--- src/rtl/adv7513_tx_frontend.sv ---
// ADV7513 transmit front end: programmable video timing generator, pixel
// request interface towards the framebuffer, and an output stage that lines
// the returned RGB up with the delayed syncs. It supports progressive and
// interlaced rasters. Even fields place the VSYNC edges at mid-line so that
// the receiver can recover the field ID.
module adv7513_tx_frontend #(
  parameter int PIXEL_LAT = 2  // request-to-data latency of the pixel source, 1..8
) (
  input  logic        PCLK_i,
  input  logic        reset,
  input  logic        enable_i,
  input  logic [11:0] H_TOTAL_i,
  input  logic [7:0]  H_SYNCLEN_i,
  input  logic [8:0]  H_BACKPORCH_i,
  input  logic [10:0] H_ACTIVE_i,
  input  logic [10:0] V_TOTAL_i,
  input  logic [3:0]  V_SYNCLEN_i,
  input  logic [8:0]  V_BACKPORCH_i,
  input  logic [10:0] V_ACTIVE_i,
  input  logic        INTERLACED_i,
  input  logic [7:0]  R_i,
  input  logic [7:0]  G_i,
  input  logic [7:0]  B_i,
  output logic        req_o,
  output logic [10:0] xpos_o,
  output logic [10:0] ypos_o,
  output logic [7:0]  R_o,
  output logic [7:0]  G_o,
  output logic [7:0]  B_o,
  output logic        HSYNC_o,
  output logic        VSYNC_o,
  output logic        DE_o,
  output logic        FID_o,
  output logic        frame_start_o
);

  // Packed sync word {hsync_n, vsync_n, de, fid}; the idle value is inactive and odd.
  localparam logic [3:0] SYNC_IDLE = 4'b1101;

  // Raster position
  logic [11:0] h_q, h_d;
  logic [11:0] v_q, v_d;
  logic        fid_q, fid_d;

  // Shadow copies of the timing configuration, all widened to 12 bits
  logic [11:0] htot_q, hsl_q, hbp_q, hact_q, vtot_q, vsl_q, vbp_q, vact_q;
  logic        il_q;

  // Configuration in effect for the current cycle
  logic [11:0] htot, hsl, hbp, hact, vtot, vsl, vbp, vact;
  logic        il;
  logic        at_origin;

  // Derived timing
  logic [11:0] half, hstart, hend, vstart, vend, flen;
  logic        h_wrap, v_wrap, hs_act, vs_act, h_in, v_in, req_d, fs_d;
  logic [3:0]  s0_d, s0_q;

  // Sync delay line; entry k holds the sync word k+1 cycles after the request stage
  logic [PIXEL_LAT:0][3:0] dly_q;

  // At the origin of an odd field (or progressive frame) the live inputs are
  // used and captured, so a new configuration takes effect from the first
  // pixel. This also covers the whole disabled period, where the counters sit
  // at the origin.
  always_comb begin
    at_origin = (h_q == 12'd0) && (v_q == 12'd0) && fid_q;
    if (at_origin) begin
      htot = H_TOTAL_i;
      hsl  = {4'd0, H_SYNCLEN_i};
      hbp  = {3'd0, H_BACKPORCH_i};
      hact = {1'b0, H_ACTIVE_i};
      vtot = {1'b0, V_TOTAL_i};
      vsl  = {8'd0, V_SYNCLEN_i};
      vbp  = {3'd0, V_BACKPORCH_i};
      vact = {1'b0, V_ACTIVE_i};
      il   = INTERLACED_i;
    end else begin
      htot = htot_q;
      hsl  = hsl_q;
      hbp  = hbp_q;
      hact = hact_q;
      vtot = vtot_q;
      vsl  = vsl_q;
      vbp  = vbp_q;
      vact = vact_q;
      il   = il_q;
    end
  end

  // Raster arithmetic: window limits, field length and wrap detection.
  // Wraps use >= and treat totals of 0/1 as 1, so bad configs cannot lock up.
  always_comb begin
    half   = {1'b0, htot[11:1]};
    hstart = hsl + hbp;
    hend   = hstart + hact;
    vstart = vsl + vbp;
    vend   = vstart + vact;
    // The odd field takes the extra line of an odd V_TOTAL.
    flen   = il ? ({1'b0, vtot[11:1]} + {11'd0, fid_q}) : vtot;
    h_wrap = (htot <= 12'd1) || (h_q >= htot - 12'd1);
    v_wrap = (flen <= 12'd1) || (v_q >= flen - 12'd1);
  end

  // Next raster position; disable parks the counters at the odd-field origin.
  always_comb begin
    h_d   = h_q + 12'd1;
    v_d   = v_q;
    fid_d = fid_q;
    if (!enable_i) begin
      h_d   = 12'd0;
      v_d   = 12'd0;
      fid_d = 1'b1;
    end else if (h_wrap) begin
      h_d = 12'd0;
      if (v_wrap) begin
        v_d   = 12'd0;
        fid_d = il ? ~fid_q : 1'b1;
      end else begin
        v_d = v_q + 12'd1;
      end
    end
  end

  // Syncs and active window for the current position. Even-field VSYNC spans
  // (v=0, h=half) up to (v=vsl, h=half).
  always_comb begin
    hs_act = h_q < hsl;
    if (fid_q) begin
      vs_act = v_q < vsl;
    end else begin
      vs_act = ((v_q != 12'd0) || (h_q >= half)) &&
               ((v_q < vsl) || ((v_q == vsl) && (h_q < half)));
    end
    // Window ends are clipped by the wrap itself: h and v never reach the totals.
    h_in  = (h_q >= hstart) && (h_q < hend);
    v_in  = (v_q >= vstart) && (v_q < vend);
    req_d = enable_i && h_in && v_in;
    fs_d  = enable_i && (h_q == 12'd0) && (v_q == 12'd0);
    s0_d  = enable_i ? {~hs_act, ~vs_act, req_d, fid_q} : SYNC_IDLE;
  end

  // Raster counters and configuration shadow.
  always_ff @(posedge PCLK_i or posedge reset) begin
    if (reset) begin
      h_q    <= 12'd0;
      v_q    <= 12'd0;
      fid_q  <= 1'b1;
      htot_q <= 12'd0;
      hsl_q  <= 12'd0;
      hbp_q  <= 12'd0;
      hact_q <= 12'd0;
      vtot_q <= 12'd0;
      vsl_q  <= 12'd0;
      vbp_q  <= 12'd0;
      vact_q <= 12'd0;
      il_q   <= 1'b0;
    end else begin
      h_q   <= h_d;
      v_q   <= v_d;
      fid_q <= fid_d;
      if (at_origin) begin
        htot_q <= htot;
        hsl_q  <= hsl;
        hbp_q  <= hbp;
        hact_q <= hact;
        vtot_q <= vtot;
        vsl_q  <= vsl;
        vbp_q  <= vbp;
        vact_q <= vact;
        il_q   <= il;
      end
    end
  end

  // Request stage: pixel request, coordinates (held outside the window) and the
  // sync word that belongs to this request.
  always_ff @(posedge PCLK_i or posedge reset) begin
    if (reset) begin
      req_o         <= 1'b0;
      xpos_o        <= 11'd0;
      ypos_o        <= 11'd0;
      frame_start_o <= 1'b0;
      s0_q          <= SYNC_IDLE;
    end else begin
      req_o         <= req_d;
      frame_start_o <= fs_d;
      s0_q          <= s0_d;
      if (req_d) begin
        xpos_o <= h_q[10:0] - hstart[10:0];
        ypos_o <= v_q[10:0] - vstart[10:0];
      end
    end
  end

  // Delay the sync word so it meets the registered pixel data.
  always_ff @(posedge PCLK_i or posedge reset) begin
    if (reset) begin
      dly_q <= {(PIXEL_LAT + 1){SYNC_IDLE}};
    end else begin
      dly_q <= {dly_q[PIXEL_LAT-1:0], s0_q};
    end
  end

  // Register returned pixel data, blanked whenever the matching DE is low.
  always_ff @(posedge PCLK_i or posedge reset) begin
    if (reset) begin
      R_o <= 8'd0;
      G_o <= 8'd0;
      B_o <= 8'd0;
    end else if (dly_q[PIXEL_LAT-1][1]) begin
      R_o <= R_i;
      G_o <= G_i;
      B_o <= B_i;
    end else begin
      R_o <= 8'd0;
      G_o <= 8'd0;
      B_o <= 8'd0;
    end
  end

  assign HSYNC_o = dly_q[PIXEL_LAT][3];
  assign VSYNC_o = dly_q[PIXEL_LAT][2];
  assign DE_o    = dly_q[PIXEL_LAT][1];
  assign FID_o   = dly_q[PIXEL_LAT][0];

endmodule
--- config.mk ---
export PLATFORM = sky130hd
export DESIGN_NAME = adv7513_tx_frontend
export DESIGN_NICKNAME = d
export VERILOG_FILES = /design/src/rtl/adv7513_tx_frontend.sv
export SDC_FILE = /design/constraint.sdc
export NUM_CORES = 1
export LEC_CHECK = 0
export ABC_AREA = 0
export CAP_MARGIN = 25
export CELL_PAD_IN_SITES_DETAIL_PLACEMENT = 1
export CELL_PAD_IN_SITES_GLOBAL_PLACEMENT = 2
export CORE_MARGIN = 5
export CORE_UTILIZATION = 38
export CTS_CLUSTER_DIAMETER = 80
export DETAILED_ROUTE_END_ITERATION = 16
export GPL_TIMING_DRIVEN = 1
export MAX_ROUTING_LAYER = met4
export PLACE_DENSITY = 0.83
export SYNTH_ARGS = -nofsm -noshare
export SYNTH_HDL_FRONTEND = slang
export SYNTH_SLANG_ARGS = --single-unit
--- constraint.sdc ---
create_clock -name PCLK_i -period 17.95 [get_ports PCLK_i]
set_clock_uncertainty 0.1 [all_clocks]
set_input_delay 2.6925 -clock PCLK_i [delete_from_list [all_inputs] [get_ports PCLK_i]]
set_output_delay 2.6925 -clock PCLK_i [all_outputs]
set_load 0.1 [all_outputs]
==> results.ini, run 1 <==
[logic_synthesis]
synthFlopType = dfrtp_1
ys_types = 71
ys_seq_elements = 186
synth_edf_count = 0
yosysSeqAreaShare_pct = 35.6
yosys.area.top_type = dfrtp_1
ys_warn_count = 0
async_flop_share_pct = 100
synth_fp_nets = 1746
synthesis.area_um2 = 13100
ys_top_cells_by_count = 312 x nand2_1, 173 x dfrtp_1, 157 x ha_1
ys_top_cells_by_area = dfrtp_1 33%, ha_1 15%, nand2_1 8.9%
synth.avg_cell_area_um2 = 8.87
netlist_instances = 1481
synth.top_cell.area_share_pct = 33.0
yosysMostFrequentCell = nand2_1

[worst_setup_path]
cp_num_buf_inv = 2
start_kind = input pin
reg2reg_from = v_q[0]$_DFFE_PP0P_
crit_arrival_ps = 8780
r2r_slack_ps = 9470
worstSetupPathType = input pin to flip-flop
cp.required_ps = 18190
r2r_cells = 32
cp-startpoint = H_SYNCLEN_i[0]
cpMostUsedCell = ha_1
crit_family = compound AO/OA/AOI/OAI gates
reg2reg_to = ypos_o[10]$_DFFE_PP0P_
cpMaxStageDelayCell = clkdlybuf4s50_1
endpoint_kind = flip-flop
max_stage_delay_ps = 470
cp_max_fo = 23

[grt]
antenna_found_initial = 0
grt_util_all_layers_pct = 20.6
grt_overflow = 0
grt_pass1_wl_um = 62600
grt_use_met1_pct = 27.1
grt_pass1_vias = 11840
grt_max_degree = 134
grt_use_met3_pct = 2.95
busiest_layer = met2
use_met2_pct = 34.3

[final_layout]
finalInstanceArea_um2 = 15700
nets = 1886
regArea_um2 = 4670
fill_cells = 4038
layout-drive-gt1-share_pct = 4.77
multi_input_area_um2 = 7930
syn_to_final_growth_pct = 19.9
diodes = 0

[floorplanning]
initial_core_util_pct = 38.2
dieArea_um2 = 38400
coreArea_um2 = 34400
num_rows = 68
die_w_um = 196
die_height_um = 196
io_pins = 155

[route]
post_drt_wl_per_cell_um = 18.4
drtIter0Drc = 461
ant_nets = 0
vias_per_cell = 5.28
totalWireLength_um = 38400
dr.pass1.iters = 5
drc = 0
via_count = 11027

[timing]
relSlewSlack_pct = 30.9
min_period_over_period_pct = 47.6
setup_violations = 0
hold_ws_ps = 254
fmax_mhz = 117
setup_tns_ps = 0
tightest_slew_ps = 1030
fin_crit_ps = 8540
maxSlewViolCount = 0
rsz0062_at_grt = no
final-hold-violation-count = 0

[clocking]
clock_path_buffers = 2
post-cts-setup-buffers = 0
cts-hold-fix-buffers = 0
cts_tree = done
clock-root-buffer = clkbuf_16
ctsHtreeMaxLevel = 4
clk-insertion-delay-late_ps = 450
clk_pin_slew_ps = 70
cts.sinks = 186
cts_buffers = 17
ctsResizeCount = 0

[power_and_ir_drop]
p_total_mw = 3.31
powerDensity_nw_per_um2 = 210
peakVddDrop_mv = 0.101
p_leak_nw = 8.06

[run_status]
run_status = complete, no violations

[flow_run]
cap_violations = 0

[worst_hold_path]
hold_class = flip-flop to flip-flop
min-delay-start = s0_q[2]$_DFF_PP1_
whs_path_depth = 0
min_delay_worst_endpoint = dly_q[2]$_DFF_PP1_

[place]
portBuffers = 154
gp_congestion = 0.843
hpwlAfterDp_um = 29700
post_dp_cell_area_um2 = 15200

## layout by cell type, fill, tap and decap left out, drive strengths merged, types with 28 or more instances in the layout
master	synthesis	layout
a21o	48	48
a21oi	62	62
and2	44	44
clkdlybuf4s50	0	154
dfrtp	173	173
ha	157	157
inv	100	107
mux2	28	28
nand2	312	312
nand3	34	34
nor2	73	73
nor3	34	34
o21ai	33	33
xnor2	61	61
xor2	46	46
## cell type report
type | instances | area share (%)
clock buffers | 18 | 2.79
clock inverters | 14 | 0.811
inverters | 100 | 2.43
multi-input cells | 1154 | 50.4
flip-flops and latches | 186 | 29.7
well taps | 455 | 3.62
repair buffers | 162 | 10.3
## registers in the layout, indices dropped and copies added, names as in the netlist, 11 cells and up
name    count
v_q        12
htot_q     12
hbp_q      12
h_q        12
hsl_q      12
vtot_q     12
vsl_q      12
xpos_o     11
vbp_q      12
ypos_o     11
hact_q     12
vact_q     12
## cells by family (layout without fill, tap and decap cells)
kind of cell               count (synthesis)  after routing  share of synthesized area [%]
adders and majority gates                163            163                           15.8
buffers and inverters                    141            294                           4.18
and+or+nand+nor                          602            602                           21.3
AOI/OAI and AO/OA                        229            229                           11.6
muxes                                     53             53                           4.36
DFF                                      186            186                           35.6
xor gates and xnor gates                 107            107                           7.13
## routing by layer
metal  up-vias  part of all wire [%]
met5         -                     0
met4         0                   1.3
met3        38                   3.0
met2       166                    49
met1      5460                    47
li1       5363                     -
## where the power goes
group / internal, mW / leakage (nW) / switching [mW] / total [mW]
Clock: 0.186 / 0.271 / 0.190 / 0.376
Combinational: 0.951 / 5.39 / 1.37 / 2.33
Sequential: 0.530 / 2.40 / 0.0805 / 0.610
Total: 1.67 / 8.06 / 1.65 / 3.31
## worst reg2reg max path, delay by kind of cell, from the launching register on
family / cells / cell delay [ps]
muxes: 2 / 810
adders and majority gates: 5 / 1300
AOI/OAI and AO/OA: 11 / 2130
xor gates and xnor gates: 3 / 660
buffers and inverters: 3 / 1120
DFF: 1 / 400
and+or+nand+nor: 8 / 1840
## metrics by stage
step | worst slack [ps] | cells | utilization (%)
after global placement | 9230 | 2056 | 44.1
after floorplan | 10120 | 1481 | -
after detailed placement | 9040 | 2056 | 44.1
after global routing | 8910 | 2089 | 45.8
final | 9410 | 2089 | 45.8
after CTS | 9460 | 2088 | 45.7
## how the worst max path moves through the flow
stage / endpoint / cells after the start
6_report: ypos_o[10]$_DFFE_PP0P_ / 27
5_1_grt: ypos_o[8]$_DFFE_PP0P_ / 32
4_1_cts: ypos_o[8]$_DFFE_PP0P_ / 27
3_5_place_dp: ypos_o[10]$_DFFE_PP0P_ / 27
3_3_place_gp: ypos_o[10]$_DFFE_PP0P_ / 26
2_1_floorplan: B_o[0]$_DFF_PP0_ / 1
(Power assumes the default switching activity.)
==> run 2, diff against run 1 <==
CORE_UTILIZATION = 35   (was 38)
PLACE_DENSITY = 0.77   (was 0.83)
clock period = 8.2 ns   (was 17.95 ns; I/O delays follow)
==> results.ini, run 2 (same netlist as run 1, synthesis figures left out) <==
[timing]
maxSlewViolCount = 0  ; unchanged
fin_crit_ps = 7400
rsz0062_at_grt = no
setup_tns_ps = 0  ; unchanged
relSlewSlack_pct = 28.8  ; -2.1 points
final-hold-violation-count = 0  ; unchanged
min_period_over_period_pct = 90.3
fmax_mhz = 135
setup_slack_ps = 796  ; -8610 ps
tightest_slew_ps = 1040  ; +7.62 ps
setup_violations = 0  ; unchanged

[floorplanning]
coreArea_um2 = 37400  ; +8.8%
initial_core_util_pct = 35.1  ; -3.1 points
num_rows = 71  ; +4.4%
dieArea_um2 = 41500  ; +8.1%
die_height_um = 204  ; +4.0%
die_w_um = 204  ; +4.0%
io_pins = 155  ; unchanged

[place]
portBuffers = 154  ; unchanged
post_dp_cell_area_um2 = 15300  ; +1.0%
gp_congestion = 0.885  ; +5.0%
hpwlAfterDp_um = 30400  ; +2.3%
dpl_worst_slack_ps = 603  ; -8440 ps

[route]
totalWireLength_um = 39000  ; +1.7%
vias_per_cell = 5.12  ; -3.0%
drt-met1-wl_um = 18800  ; +4.4%
top_layer = met4
post_drt_wl_per_cell_um = 18.1  ; -1.4%
via_count = 11034  ; +0.063%
met3_length_um = 1130  ; -0.79%
dr.pass1.iters = 5  ; unchanged
ant_nets = 0  ; unchanged
routed-wl-met2_um = 18600  ; -0.40%
drc = 0  ; unchanged
drtIter0Drc = 429  ; -6.9%

[worst_setup_path]
cp.required_ps = 8440  ; -9750 ps
r2r_slack_ps = 800  ; -8670 ps
reg2reg_from = v_q[0]$_DFFE_PP0P_
max_stage_delay_ps = 400  ; -70 ps
start_kind = flip-flop
cpMostUsedCell = ha_1
crit_arrival_ps = 7650  ; -1130 ps
cpMaxStageDelayCell = dfrtp_1
cp_max_fo = 49  ; +110%
worstSetupPathType = flip-flop to flip-flop
cp-startpoint = v_q[0]$_DFFE_PP0P_
endpoint_kind = flip-flop

[worst_hold_path]
hold_class = flip-flop to flip-flop
min-delay-start = dly_q[0]$_DFF_PP1_

[grt]
grt_util_all_layers_pct = 19.4  ; -1.2 points
grt_pass1_wl_um = 62500  ; -0.20%
grt_overflow = 0  ; unchanged
antenna_found_initial = 2  ; +2
grt_pass1_vias = 11764  ; -0.64%
grt_max_degree = 118  ; -12%

[final_layout]
diodes = 0  ; unchanged
mostFrequentLayoutCells = 311 x nand2_1, 173 x dfrtp_1, 157 x ha_1
syn_to_final_growth_pct = 21.4
finalInstanceArea_um2 = 15900  ; +1.3%
final_common_cell = nand2_1
layout-drive-gt1-share_pct = 5.54  ; +0.76 points
nets = 1896  ; +0.53%

[power_and_ir_drop]
peakVddDrop_mv = 0.232  ; +130%
powerDensity_nw_per_um2 = 462  ; +120%
p_leak_nw = 8.14  ; +0.95%

[clocking]
cts.sinks = 186  ; unchanged
clk_pin_slew_ps = 80  ; about the same
cts_tree = done
clk-insertion-delay-late_ps = 460  ; about the same
clock_path_buffers = 2  ; unchanged
post-cts-setup-buffers = 0  ; unchanged
clock-root-buffer = clkbuf_16
ctsHtreeMaxLevel = 4  ; unchanged
cts_buffers = 17  ; unchanged

[run_status]
run_status = complete, no violations

[flow_run]
cap_violations = 0  ; unchanged

==> run 2: cell types whose count changed in the layout (fill, tap and decap cells not counted), moves of 2 or more <==
cell        delta
inv_6          -2
clkinvlp_4     -2
inv_8          +3
buf_4          +9
clkinv_8       +2
==> run 2: worst paths after layout <==
check                                         end  depth (start not counted)
max in group asynchronous  vact_q[11]$_DFFE_PP0N_                          3
max                        ypos_o[10]$_DFFE_PP0P_                         32
min in group asynchronous   hact_q[2]$_DFFE_PP0N_                          2
min reg2reg                    dly_q[4]$_DFF_PP1_                          0
max reg2reg                ypos_o[10]$_DFFE_PP0P_                         32
min                            dly_q[4]$_DFF_PP1_                          0
==> run 2: critical path, delay by kind of cell, from the launching register on <==
family          cells  cell delay (ps)
compound gates     12             1980
xor+xnor            3              610
fa+ha+maj           4             1000
buf+inv             3              750
flops               1              400
mux                 1              360
simple gates        9             2060
==> run 2: layer usage <==
metal | track usage (%) | vias up
li1 | - | 5394
met1 | 25.8 | 5471
met2 | 32.3 | 141
met3 | 2.39 | 28
met4 | 3.95 | 0
met5 | - | -
==> run 2: timing repair <==
| action | CTS | global route |
|---|---|---|
| hold buffers | 0 | 0 |
| setup endpoints to repair | 0 | 22 |
| gates resized for setup | 0 | 3 |
==> run 2: stage by stage <==
step | std cells | util (%) | hold WS, ps | power (mW)
finish | 2155 | 42.6 | 256 | 7.36
global route | 2155 | 42.6 | 261 | 8.17
CTS | 2154 | 42.6 | 258 | 7.46
detailed placement | 2122 | 40.9 | 247 | 6.51
global placement | 2122 | 40.9 | 236 | 6.36
floorplan | 1481 | - | 231 | 5.17
==> run 2: area by class of cell <==
| cell class | instances | area, um2 |
|---|---|---|
| fillers | 4361 | 21500 |
| clock buffers | 18 | 439 |
| flip-flops and latches | 186 | 4670 |
| multi-input cells | 1155 | 7950 |
| inverters | 100 | 383 |
| clock inverters | 14 | 178 |
| repair buffers | 171 | 1680 |
| well taps | 511 | 639 |
==> run 2: report_power, final <==
group          total, mW  switching, mW  internal (mW)
sequential          1.32          0.164           1.16
clock              0.888          0.439          0.449
combinational       5.15           3.04           2.11
total               7.36           3.64           3.72
